--- config.mk ---
export PLATFORM = sky130hd
export DESIGN_NAME = mult_share_arb_flat
export DESIGN_NICKNAME = d
export VERILOG_FILES = /design/src/rtl/mult_share_arb_pkg.sv /design/src/rtl/mult_share_arb_if.sv /design/src/rtl/mult_share_arb_rr_pick.sv /design/src/rtl/mult_share_arb.sv /design/src/flat_wrapper.sv
export SDC_FILE = /design/constraint.sdc
export NUM_CORES = 1
export LEC_CHECK = 0
export BUFFER_PORTS_ARGS = -buffer_cell sky130_fd_sc_hd__buf_2
export CAP_MARGIN = 15
export CORE_ASPECT_RATIO = 1.2
export CORE_MARGIN = 5
export CORE_UTILIZATION = 56
export DETAILED_ROUTE_END_ITERATION = 8
export PLACE_DENSITY = 0.82
export REMOVE_ABC_BUFFERS = 1
export SLEW_MARGIN = 20
export SYNTH_ARGS = -nofsm -noshare
export SYNTH_HDL_FRONTEND = slang
export SYNTH_SLANG_ARGS = --single-unit
--- constraint.sdc ---
create_clock -name clk -period 5.2 [get_ports clk]
set_input_delay 0.78 -clock clk [delete_from_list [all_inputs] [get_ports clk]]
set_output_delay 0.78 -clock clk [all_outputs]
set_load 0.02 [all_outputs]
--- src/rtl/mult_share_arb_pkg.sv ---
`default_nettype none
// ============================================================================
//  Module      : mult_share_pkg
//  Description : Shared types and constants for the shared-multiplier
//                arbiter: FSM state encoding, default parameter values and
//                a constant-evaluable clog2 used to size requester IDs.
//  Revision    : 1.0  initial release
// ============================================================================
package mult_share_pkg;

    localparam int DEF_SIZE = 8;
    localparam int DEF_NREQ = 4;

    typedef enum logic [1:0] {
        ST_IDLE = 2'd0,
        ST_MUL  = 2'd1,
        ST_RESP = 2'd2
    } state_t;

    // Minimum of 1 so a requester ID is never a zero-width vector.
    function automatic int clog2(input int n);
        int r;
        int v;
        r = 0;
        v = n - 1;
        while (v > 0) begin
            r = r + 1;
            v = v >> 1;
        end
        return (r < 1) ? 1 : r;
    endfunction

endpackage
`default_nettype wire

--- src/rtl/mult_share_arb_if.sv ---
`default_nettype none
// ============================================================================
//  Module      : mult_share_arb_if
//  Description : Request/response bus of the shared multiplier.
//                master : requesters + product consumer
//                slave  : the arbiter (mult_share_arb)
//  Signals     : req_valid/req_ready (NREQ), req_a/req_b (NREQ*SIZE packed),
//                rsp_valid/rsp_ready, rsp_q (2*SIZE), rsp_id (ID_W), busy
//  Revision    : 1.0  initial release
// ============================================================================
interface mult_share_arb_if #(
    parameter int SIZE = mult_share_pkg::DEF_SIZE,
    parameter int NREQ = mult_share_pkg::DEF_NREQ
);
    import mult_share_pkg::*;

    localparam int ID_W = clog2(NREQ);

    logic [NREQ-1:0]      req_valid;
    logic [NREQ-1:0]      req_ready;
    logic [NREQ*SIZE-1:0] req_a;
    logic [NREQ*SIZE-1:0] req_b;
    logic                 rsp_valid;
    logic                 rsp_ready;
    logic [2*SIZE-1:0]    rsp_q;
    logic [ID_W-1:0]      rsp_id;
    logic                 busy;

    modport master (
        output req_valid, req_a, req_b, rsp_ready,
        input  req_ready, rsp_valid, rsp_q, rsp_id, busy
    );

    modport slave (
        input  req_valid, req_a, req_b, rsp_ready,
        output req_ready, rsp_valid, rsp_q, rsp_id, busy
    );

endinterface
`default_nettype wire

--- src/rtl/mult_share_arb_rr_pick.sv ---
`default_nettype none
// ============================================================================
//  Module      : mult_rr_pick
//  Description : Combinational round-robin picker. Scans req_valid starting
//                at rr_ptr and wrapping modulo NREQ; the first set bit wins.
//  Ports       : req_valid (in, NREQ)  rr_ptr (in, ID_W)
//                grant (out, NREQ one-hot) any_valid (out) winner (out, ID_W)
//  Revision    : 1.0  initial release
// ============================================================================
module mult_rr_pick #(
    parameter int NREQ = mult_share_pkg::DEF_NREQ,
    parameter int ID_W = mult_share_pkg::clog2(NREQ)
) (
    input  logic [NREQ-1:0] req_valid,
    input  logic [ID_W-1:0] rr_ptr,
    output logic [NREQ-1:0] grant,
    output logic            any_valid,
    output logic [ID_W-1:0] winner
);

    // One extra bit so rr_ptr + offset cannot overflow before the modulo.
    localparam logic [ID_W:0] C_NREQ = (ID_W+1)'(NREQ);

    logic [ID_W:0]   w_sum;
    logic [ID_W-1:0] w_idx;

    always_comb begin
        grant     = '0;
        any_valid = 1'b0;
        winner    = '0;
        w_sum     = '0;
        w_idx     = '0;
        for (int k = 0; k < NREQ; k++) begin
            w_sum = {1'b0, rr_ptr} + (ID_W+1)'(k);
            if (w_sum >= C_NREQ) begin
                w_sum = w_sum - C_NREQ;
            end
            w_idx = w_sum[ID_W-1:0];
            if (!any_valid && req_valid[w_idx]) begin
                any_valid    = 1'b1;
                winner       = w_idx;
                grant[w_idx] = 1'b1;
            end
        end
    end

endmodule
`default_nettype wire

--- src/rtl/mult_share_arb.sv ---
`default_nettype none
// ============================================================================
//  Module      : mult_share_arb
//  Description : Shares one SIZE x SIZE unsigned multiplier among NREQ
//                requesters. Round-robin grant in IDLE, one multiply cycle,
//                then the tagged product is held until the consumer accepts.
//  Ports       : clk   (in)  rising-edge clock
//                rst_n (in)  synchronous active-low reset
//                bus   (mult_share_arb_if.slave) request/response bus
//  Revision    : 1.0  initial release
// ============================================================================
module mult_share_arb #(
    parameter int SIZE = mult_share_pkg::DEF_SIZE,
    parameter int NREQ = mult_share_pkg::DEF_NREQ
) (
    input  logic             clk,
    input  logic             rst_n,
    mult_share_arb_if.slave  bus
);
    import mult_share_pkg::*;

    localparam int ID_W = clog2(NREQ);
    localparam logic [ID_W-1:0] C_LAST_ID = ID_W'(NREQ - 1);

    state_t              r_state;
    logic [ID_W-1:0]     r_rr_ptr;
    logic [ID_W-1:0]     r_id;
    logic [SIZE-1:0]     r_op_a;
    logic [SIZE-1:0]     r_op_b;
    logic [2*SIZE-1:0]   r_prod;
    logic                r_rsp_valid;
    logic                r_busy;

    logic [NREQ-1:0]     w_grant;
    logic                w_any;
    logic [ID_W-1:0]     w_winner;
    logic [ID_W-1:0]     w_next_ptr;

    mult_rr_pick #(
        .NREQ (NREQ),
        .ID_W (ID_W)
    ) u_pick (
        .req_valid (bus.req_valid),
        .rr_ptr    (r_rr_ptr),
        .grant     (w_grant),
        .any_valid (w_any),
        .winner    (w_winner)
    );

    // Pointer moves past the winner, so a lone requester still wins next
    // time because the scan wraps all the way round.
    assign w_next_ptr = (w_winner == C_LAST_ID) ? '0 : (w_winner + ID_W'(1));

    // Gated with rst_n so no grant is offered in a reset cycle.
    assign bus.req_ready = (rst_n && (r_state == ST_IDLE)) ? w_grant : '0;
    assign bus.rsp_valid = r_rsp_valid;
    assign bus.rsp_q     = r_prod;
    assign bus.rsp_id    = r_id;
    assign bus.busy      = r_busy;

    always_ff @(posedge clk) begin
        if (!rst_n) begin
            r_state     <= ST_IDLE;
            r_rr_ptr    <= '0;
            r_id        <= '0;
            r_op_a      <= '0;
            r_op_b      <= '0;
            r_prod      <= '0;
            r_rsp_valid <= 1'b0;
            r_busy      <= 1'b0;
        end else begin
            case (r_state)
                ST_IDLE: begin
                    if (w_any) begin
                        r_op_a   <= bus.req_a[w_winner*SIZE +: SIZE];
                        r_op_b   <= bus.req_b[w_winner*SIZE +: SIZE];
                        r_id     <= w_winner;
                        r_rr_ptr <= w_next_ptr;
                        r_state  <= ST_MUL;
                        r_busy   <= 1'b1;
                    end
                end
                ST_MUL: begin
                    // Widen both operands first so the product is never truncated.
                    r_prod      <= (2*SIZE)'(r_op_a) * (2*SIZE)'(r_op_b);
                    r_rsp_valid <= 1'b1;
                    r_state     <= ST_RESP;
                end
                ST_RESP: begin
                    if (bus.rsp_ready) begin
                        r_rsp_valid <= 1'b0;
                        r_busy      <= 1'b0;
                        r_state     <= ST_IDLE;
                    end
                end
                default: begin
                    r_rsp_valid <= 1'b0;
                    r_busy      <= 1'b0;
                    r_state     <= ST_IDLE;
                end
            endcase
        end
    end

endmodule
`default_nettype wire

--- src/flat_wrapper.sv ---
// flat-port wrapper written by rule: the top's interface ports become plain ports
module mult_share_arb_flat import mult_share_pkg::*;
#(
    parameter int SIZE = mult_share_pkg::DEF_SIZE,
    parameter int NREQ = mult_share_pkg::DEF_NREQ
)
  (clk, rst_n, bus_req_valid, bus_req_a, bus_req_b, bus_rsp_ready, bus_req_ready, bus_rsp_valid, bus_rsp_q, bus_rsp_id, bus_busy);
  mult_share_arb_if #(.SIZE(SIZE), .NREQ(NREQ)) bus_i ();
  input  logic clk;
  input  logic rst_n;
  input wire logic [$bits(bus_i.req_valid)-1:0] bus_req_valid;
  input wire logic [$bits(bus_i.req_a)-1:0] bus_req_a;
  input wire logic [$bits(bus_i.req_b)-1:0] bus_req_b;
  input wire logic [$bits(bus_i.rsp_ready)-1:0] bus_rsp_ready;
  output wire logic [$bits(bus_i.req_ready)-1:0] bus_req_ready;
  output wire logic [$bits(bus_i.rsp_valid)-1:0] bus_rsp_valid;
  output wire logic [$bits(bus_i.rsp_q)-1:0] bus_rsp_q;
  output wire logic [$bits(bus_i.rsp_id)-1:0] bus_rsp_id;
  output wire logic [$bits(bus_i.busy)-1:0] bus_busy;
  assign bus_i.req_valid = bus_req_valid;
  assign bus_i.req_a = bus_req_a;
  assign bus_i.req_b = bus_req_b;
  assign bus_i.rsp_ready = bus_rsp_ready;
  assign bus_req_ready = bus_i.req_ready;
  assign bus_rsp_valid = bus_i.rsp_valid;
  assign bus_rsp_q = bus_i.rsp_q;
  assign bus_rsp_id = bus_i.rsp_id;
  assign bus_busy = bus_i.busy;
  mult_share_arb #(.SIZE(SIZE), .NREQ(NREQ)) u_core (.clk(clk), .rst_n(rst_n), .bus(bus_i));
endmodule
==> results.py, run 1 <==
metrics = {
    "outcome": {
        "outcome": "complete, no violations",
    },
    "min_path": {
        "hold_class": "flip-flop to flip-flop",
        "hold_start": "u_core.bus.rsp_q[5]$_SDFFE_PN0P_",
    },
    "synthesis": {
        "synthCells": 495,
        "ys_seq_area_frac": 0.181,
        "synthDistinctLibCells": 47,
        "synth_largest_area_cell": "dfxtp_1",
        "synth_top_area_frac": 0.181,
        "avgSynthCellArea_um2": 8.93,
        "ys_ff_latch": 40,
        "synth_area_leaders": "dfxtp_1 (18%), fa_1 (16%), ha_1 (12%)",
        "syn-cell-area_um2": 4420,
        "synth_warnings": 0,
    },
    "sta": {
        "tns_ns": 0,
        "hold_viol": 0,
        "rsz0062_at_grt": "no",
        "fin_crit_sh": 0.857,
        "slew_headroom": 0.356,
        "fmax_mhz": 224,
        "setup_viol": 0,
        "skew_ns": 0.00723,
        "worst_slack_ns": 0.744,
        "worst_pin_slew_ns": 0.966,
        "slew_violations": 0,
        "fin_crit_ns": 4.46,
    },
    "layout": {
        "n_antenna_cell": 0,
        "areaGrowthSynthToFinish_pct": 12.1,
        "nFillCells": 653,
        "nNetsFinal": 722,
        "drive_gt1_frac": 0.213,
    },
    "grt": {
        "grt_pass1_wl_um": 16500,
        "grt_pass1_vias": 3862,
        "grt_max_degree": 35,
        "grt_antenna_before_repair": 0,
        "grt_remaining_overflow": 0,
        "track_usage": 0.198,
    },
    "power_and_ir_drop": {
        "p_leak_nw": 2.49,
        "peakVddDrop_mv": 0.325,
        "p_per_area_nw_per_um2": 399,
    },
    "setup_path": {
        "rr_startpoint": "u_core.r_op_b[6]$_SDFFE_PN0P_",
        "crit_path_start": "u_core.r_op_b[6]$_SDFFE_PN0P_",
        "end_kind": "flip-flop",
        "crit_type": "flip-flop to flip-flop",
        "cp-start-kind": "flip-flop",
        "crit_path_max_fanout": 9,
        "worstPathRequired_ns": 5.41,
        "arrival_ns": 4.67,
    },
    "floorplanning": {
        "die_h_um": 107,
        "core_um2": 7710,
        "rows": 35,
        "initial_core_util": 0.573,
        "dieArea_um2": 9780,
        "die_w_um": 91.1,
        "num_io_pins": 95,
    },
    "run": {
        "max_cap_violations": 0,
    },
    "clock_network": {
        "root_buffer": "clkbuf_8",
        "tritoncts": "yes",
        "clk_pin_slew_ns": 0.08,
        "h-tree-depth": 2,
        "clock_latency_ns": 0.30,
        "holdBufCountCts": 0,
        "cts-resized-gates": 0,
        "cts_sinks": 40,
        "cts_made_buffers": 5,
        "cts_setup_buffers": 0,
        "clock_path_buffers": 2,
    },
    "place": {
        "post-place-ws_ns": 0.791,
        "gp_congestion": 0.854,
        "dp_hpwl_um": 7750,
        "port_buffers": 94,
    },
    "detailed_routing": {
        "drtPass1Iterations": 4,
        "antenna_left": 0,
        "via_per_inst": 5.60,
        "routed_wl_um": 9490,
        "drc": 0,
        "first_iter_violations": 161,
        "num_vias": 3727,
        "post_drt_wl_per_cell_um": 14.3,
    },
}
path summary, 6_finish.rpt:
check | endpoint | slack [ns] | depth (start not counted)
hold reg to reg | u_core.bus.rsp_q[5]$_SDFFE_PN0P_ | 0.45 | 2
hold / removal | u_core.bus.rsp_q[5]$_SDFFE_PN0P_ | 0.45 | 2
setup / recovery | u_core.bus.rsp_q[14]$_SDFFE_PN0P_ | 0.74 | 14
setup reg to reg | u_core.bus.rsp_q[14]$_SDFFE_PN0P_ | 0.74 | 14
metal layers:
layer	GRT usage	share of wire	routed length (um)
met1	0.240	0.40	3770
met2	0.365	0.54	5160
met3	0.0294	0.050	478
met4	0.0524	0.0094	89
met5	0	0	0
stage by stage:
step	utilization	cells	total power [mW]	area, um2	hold slack (ns)
floorplan	-	470	1.42	4230	0.510
global placement	0.625	656	1.66	4820	0.434
detailed placement	0.626	657	1.70	4830	0.442
CTS	0.643	665	2.00	4950	0.452
global route	0.643	665	2.17	4950	0.482
finish	0.643	665	1.98	4950	0.452
cell families after synthesis:
kind of cell    count (synthesis)  share of synthesized area
buf+inv                        84                     0.0920
simple gates                  157                      0.171
flops                          40                      0.181
xor+xnor                       10                     0.0198
mux                            38                     0.0982
compound gates                 87                      0.153
fa+ha+maj                      79                      0.285
cell type report:
cell class | count | area [um2] | area share
Sequential cell | 40 | 801 | 0.162
Multi-Input combinational cell | 371 | 3210 | 0.648
Inverter | 59 | 221 | 0.0447
Timing Repair Buffer | 95 | 478 | 0.0965
Tap cell | 92 | 115 | 0.0232
Clock buffer | 7 | 96.3 | 0.0194
Clock inverter | 1 | 30.0 | 0.00606
power by group:
part | internal, mW | switching, mW
combinational | 0.509 | 0.656
sequential | 0.393 | 0.135
clock | 0.170 | 0.116
total | 1.07 | 0.906
critical path: stages, from the launching register on:
cell       delay (ns)
dfxtp_1          0.51
nand2_1          0.13
fa_1             0.51
fa_1             0.54
inv_1            0.05
fa_1             0.53
inv_1            0.06
fa_1             0.53
inv_1            0.04
ha_1             0.24
a2111oi_0        0.48
o21bai_1         0.21
a31oi_1          0.28
nand4_1          0.14
o221ai_1         0.12
Yosys cell counts, drive strengths merged:
master   number
a2111oi       1
a211oi        3
a21o          3
a21oi        28
a221oi        4
a22o          2
a22oi         7
a31oi         1
and2         38
and3          2
buf          12
clkbuf       13
clkinv        1
dfxtp        40
fa           36
ha           43
inv          58
mux2i        34
mux4          4
nand2        68
nand2b        5
nand3         4
nand3b        1
nand4         1
nor2         23
nor2b         6
nor3          3
o2111ai       1
o211a         1
o21a          4
o21ai        11
o21bai        3
o221ai       17
o31ai         1
or2           4
or3           2
xnor2         3
xor2          7
layout by cell type, fill, tap and decap left out, types with 10 or more instances in the layout:
cell type  netlist  final
buf_2            0     94
nand2_1         68     68
inv_1           58     58
ha_1            43     43
dfxtp_1         40     40
and2_1          38     38
fa_1            36     36
mux2i_1         34     34
a21oi_1         26     26
nor2_1          23     23
o21ai_0         10     10
o221ai_2        10     10
registers in the layout, indices dropped and copies added (netlist names), named ones only:
name,cells
u_core.r_rr_ptr,1
u_core.r_op_b,8
u_core.bus.rsp_id,2
u_core.bus.rsp_valid,1
u_core.bus.rsp_q,16
u_core.r_state,2
u_core.bus.busy,1
u_core.r_op_a,8
Note: power is estimated with default switching activity, not from simulation.
==> run 2: changes to the inputs <==
- BUFFER_PORTS_ARGS: -buffer_cell sky130_fd_sc_hd__buf_2 -> not set
- CORE_UTILIZATION: 56 -> 65
- DONT_BUFFER_PORTS: not set -> 1
- PLACE_DENSITY: 0.82 -> 0.81
==> run 2 against run 1 <==
  * Cell count down 15%
  * Via count down 10%
  * Wire length fell by 5.7%
==> results.py, run 2 (same netlist as run 1, synthesis figures left out) <==
metrics = {
    "outcome": {
        "outcome": "complete, no violations",
    },
    "grt": {
        "grt_antenna_before_repair": 0,
        "grt_pass1_wl_um": 15200,
        "grt_remaining_overflow": 0,
        "grt_max_degree": 35,
        "track_usage": 0.214,
        "grt_pass1_vias": 3414,
    },
    "sta": {
        "tns_ns": 0,
        "skew_ns": 0.00579,
        "worst_pin_slew_ns": 1.00,
        "rsz0062_at_grt": "no",
        "hold_viol": 0,
        "fin_crit_ns": 4.36,
        "fmax_mhz": 229,
        "fin_crit_sh": 0.839,
        "setup_viol": 0,
        "slew_violations": 0,
        "slew_headroom": 0.333,
        "holdWs_ns": 0.553,
    },
    "setup_path": {
        "crit_path_start": "u_core.r_op_a[5]$_SDFFE_PN0P_",
        "path_buf_inv": 2,
        "end_kind": "flip-flop",
        "path_common_cell": "fa_1",
        "crit_slowest_cell": "fa_1",
        "crit_type": "flip-flop to flip-flop",
        "crit_chain": "nand2_1 > fa_1 > fa_1 > fa_1 > inv_1 > fa_1 > ha_1 > a21oi_1 > inv_1 > or3_1 > o2111ai_1 > and3_1 > o21ai_0 > a21oi_1",
        "arrival_ns": 4.57,
        "max_stage_delay_ns": 0.58,
        "rr_startpoint": "u_core.r_op_a[5]$_SDFFE_PN0P_",
        "path_delay_family": "adder cells",
        "crit_path_max_fanout": 9,
        "worstPathRequired_ns": 5.41,
        "cp-start-kind": "flip-flop",
    },
    "clock_network": {
        "clk_pin_slew_ns": 0.08,
        "cts_sinks": 40,
        "cts_setup_buffers": 0,
        "root_buffer": "clkbuf_8",
        "h-tree-depth": 2,
        "tritoncts": "yes",
        "clock_latency_ns": 0.29,
        "cts-resized-gates": 0,
        "clock_path_buffers": 2,
        "cts_made_buffers": 5,
        "holdBufCountCts": 0,
    },
    "run": {
        "max_cap_violations": 0,
    },
    "detailed_routing": {
        "via_per_inst": 5.93,
        "antenna_left": 0,
        "post_drt_wl_per_cell_um": 15.8,
        "drtPass1Iterations": 4,
        "first_iter_violations": 129,
        "routed_wl_um": 8950,
        "num_vias": 3350,
        "drc": 0,
    },
    "layout": {
        "final_cell_mix": "nand2_1 (68), inv_1 (58), ha_1 (43)",
        "n_antenna_cell": 0,
        "drive_gt1_frac": 0.0565,
        "areaGrowthSynthToFinish_pct": 0.793,
        "nNetsFinal": 627,
        "final_common_cell": "nand2_1",
        "largest_reg_flops": 16,
        "final_design_area_no_fill_um2": 4450,
        "layoutNonFillerInstCount": 565,
    },
    "floorplanning": {
        "core_um2": 6730,
        "die_h_um": 100,
        "rows": 33,
        "dieArea_um2": 8550,
        "die_w_um": 85.3,
        "num_io_pins": 95,
        "initial_core_util": 0.657,
    },
    "power_and_ir_drop": {
        "p_per_area_nw_per_um2": 421,
        "p_leak_nw": 2.07,
        "peakVddDrop_mv": 0.339,
    },
    "place": {
        "placed_area_um2": 4340,
        "placed_cells": 557,
        "dp_hpwl_um": 7170,
        "port_buffers": 0,
        "gp_congestion": 0.868,
    },
    "min_path": {
        "hold_start": "u_core.bus.rsp_q[6]$_SDFFE_PN0P_",
        "hold_class": "flip-flop to flip-flop",
    },
}
[run 2: worst paths after layout]
check                                                         end  slack, ns  cells past startpoint
worst max-delay path            u_core.bus.rsp_q[13]$_SDFFE_PN0P_       0.84                     14
worst max register to register  u_core.bus.rsp_q[13]$_SDFFE_PN0P_       0.84                     14
worst min-delay path             u_core.bus.rsp_q[6]$_SDFFE_PN0P_       0.55                      2
worst min register to register   u_core.bus.rsp_q[6]$_SDFFE_PN0P_       0.55                      2
[run 2: through the flow]
stage | worst slack (ns) | util | power, mW
2_1_floorplan | 1.16 | - | 1.42
3_3_place_gp | 0.907 | 0.645 | 1.59
3_5_place_dp | 0.841 | 0.645 | 1.63
4_1_cts | 0.796 | 0.661 | 1.89
5_1_grt | 0.584 | 0.662 | 2.06
6_report | 0.839 | 0.662 | 1.88
[run 2: layout make-up]
| type | count | area (um2) |
|---|---|---|
| inverter | 59 | 221 |
| fill | 555 | 2280 |
| clock inverter | 2 | 35.0 |
| clock buffer | 6 | 72.6 |
| sequential | 40 | 801 |
| tap | 87 | 109 |
| multi-input combinational | 371 | 3220 |
[run 2: routing by layer]
metal,vias up,share of wire,track usage
met3,13,0.052,0.0361
met1,1618,0.42,0.273
li1,1621,-,-
met4,0,0.011,0.0548
met5,-,0,0
met2,98,0.52,0.375
[run 2: worst reg2reg max path: cells and delay by family, from the launching register on]
family	cells	cell delay, ns
compound gates	4	0.66
flops	1	0.51
buf+inv	2	0.12
simple gates	3	0.67
fa+ha+maj	5	2.35
[run 2: where the power goes]
| part | switching, mW | internal (mW) | total, mW |
|---|---|---|---|
| sequential | 0.177 | 0.394 | 0.571 |
| clock | 0.110 | 0.143 | 0.252 |
| combinational | 0.594 | 0.460 | 1.05 |
| total | 0.881 | 0.996 | 1.88 |
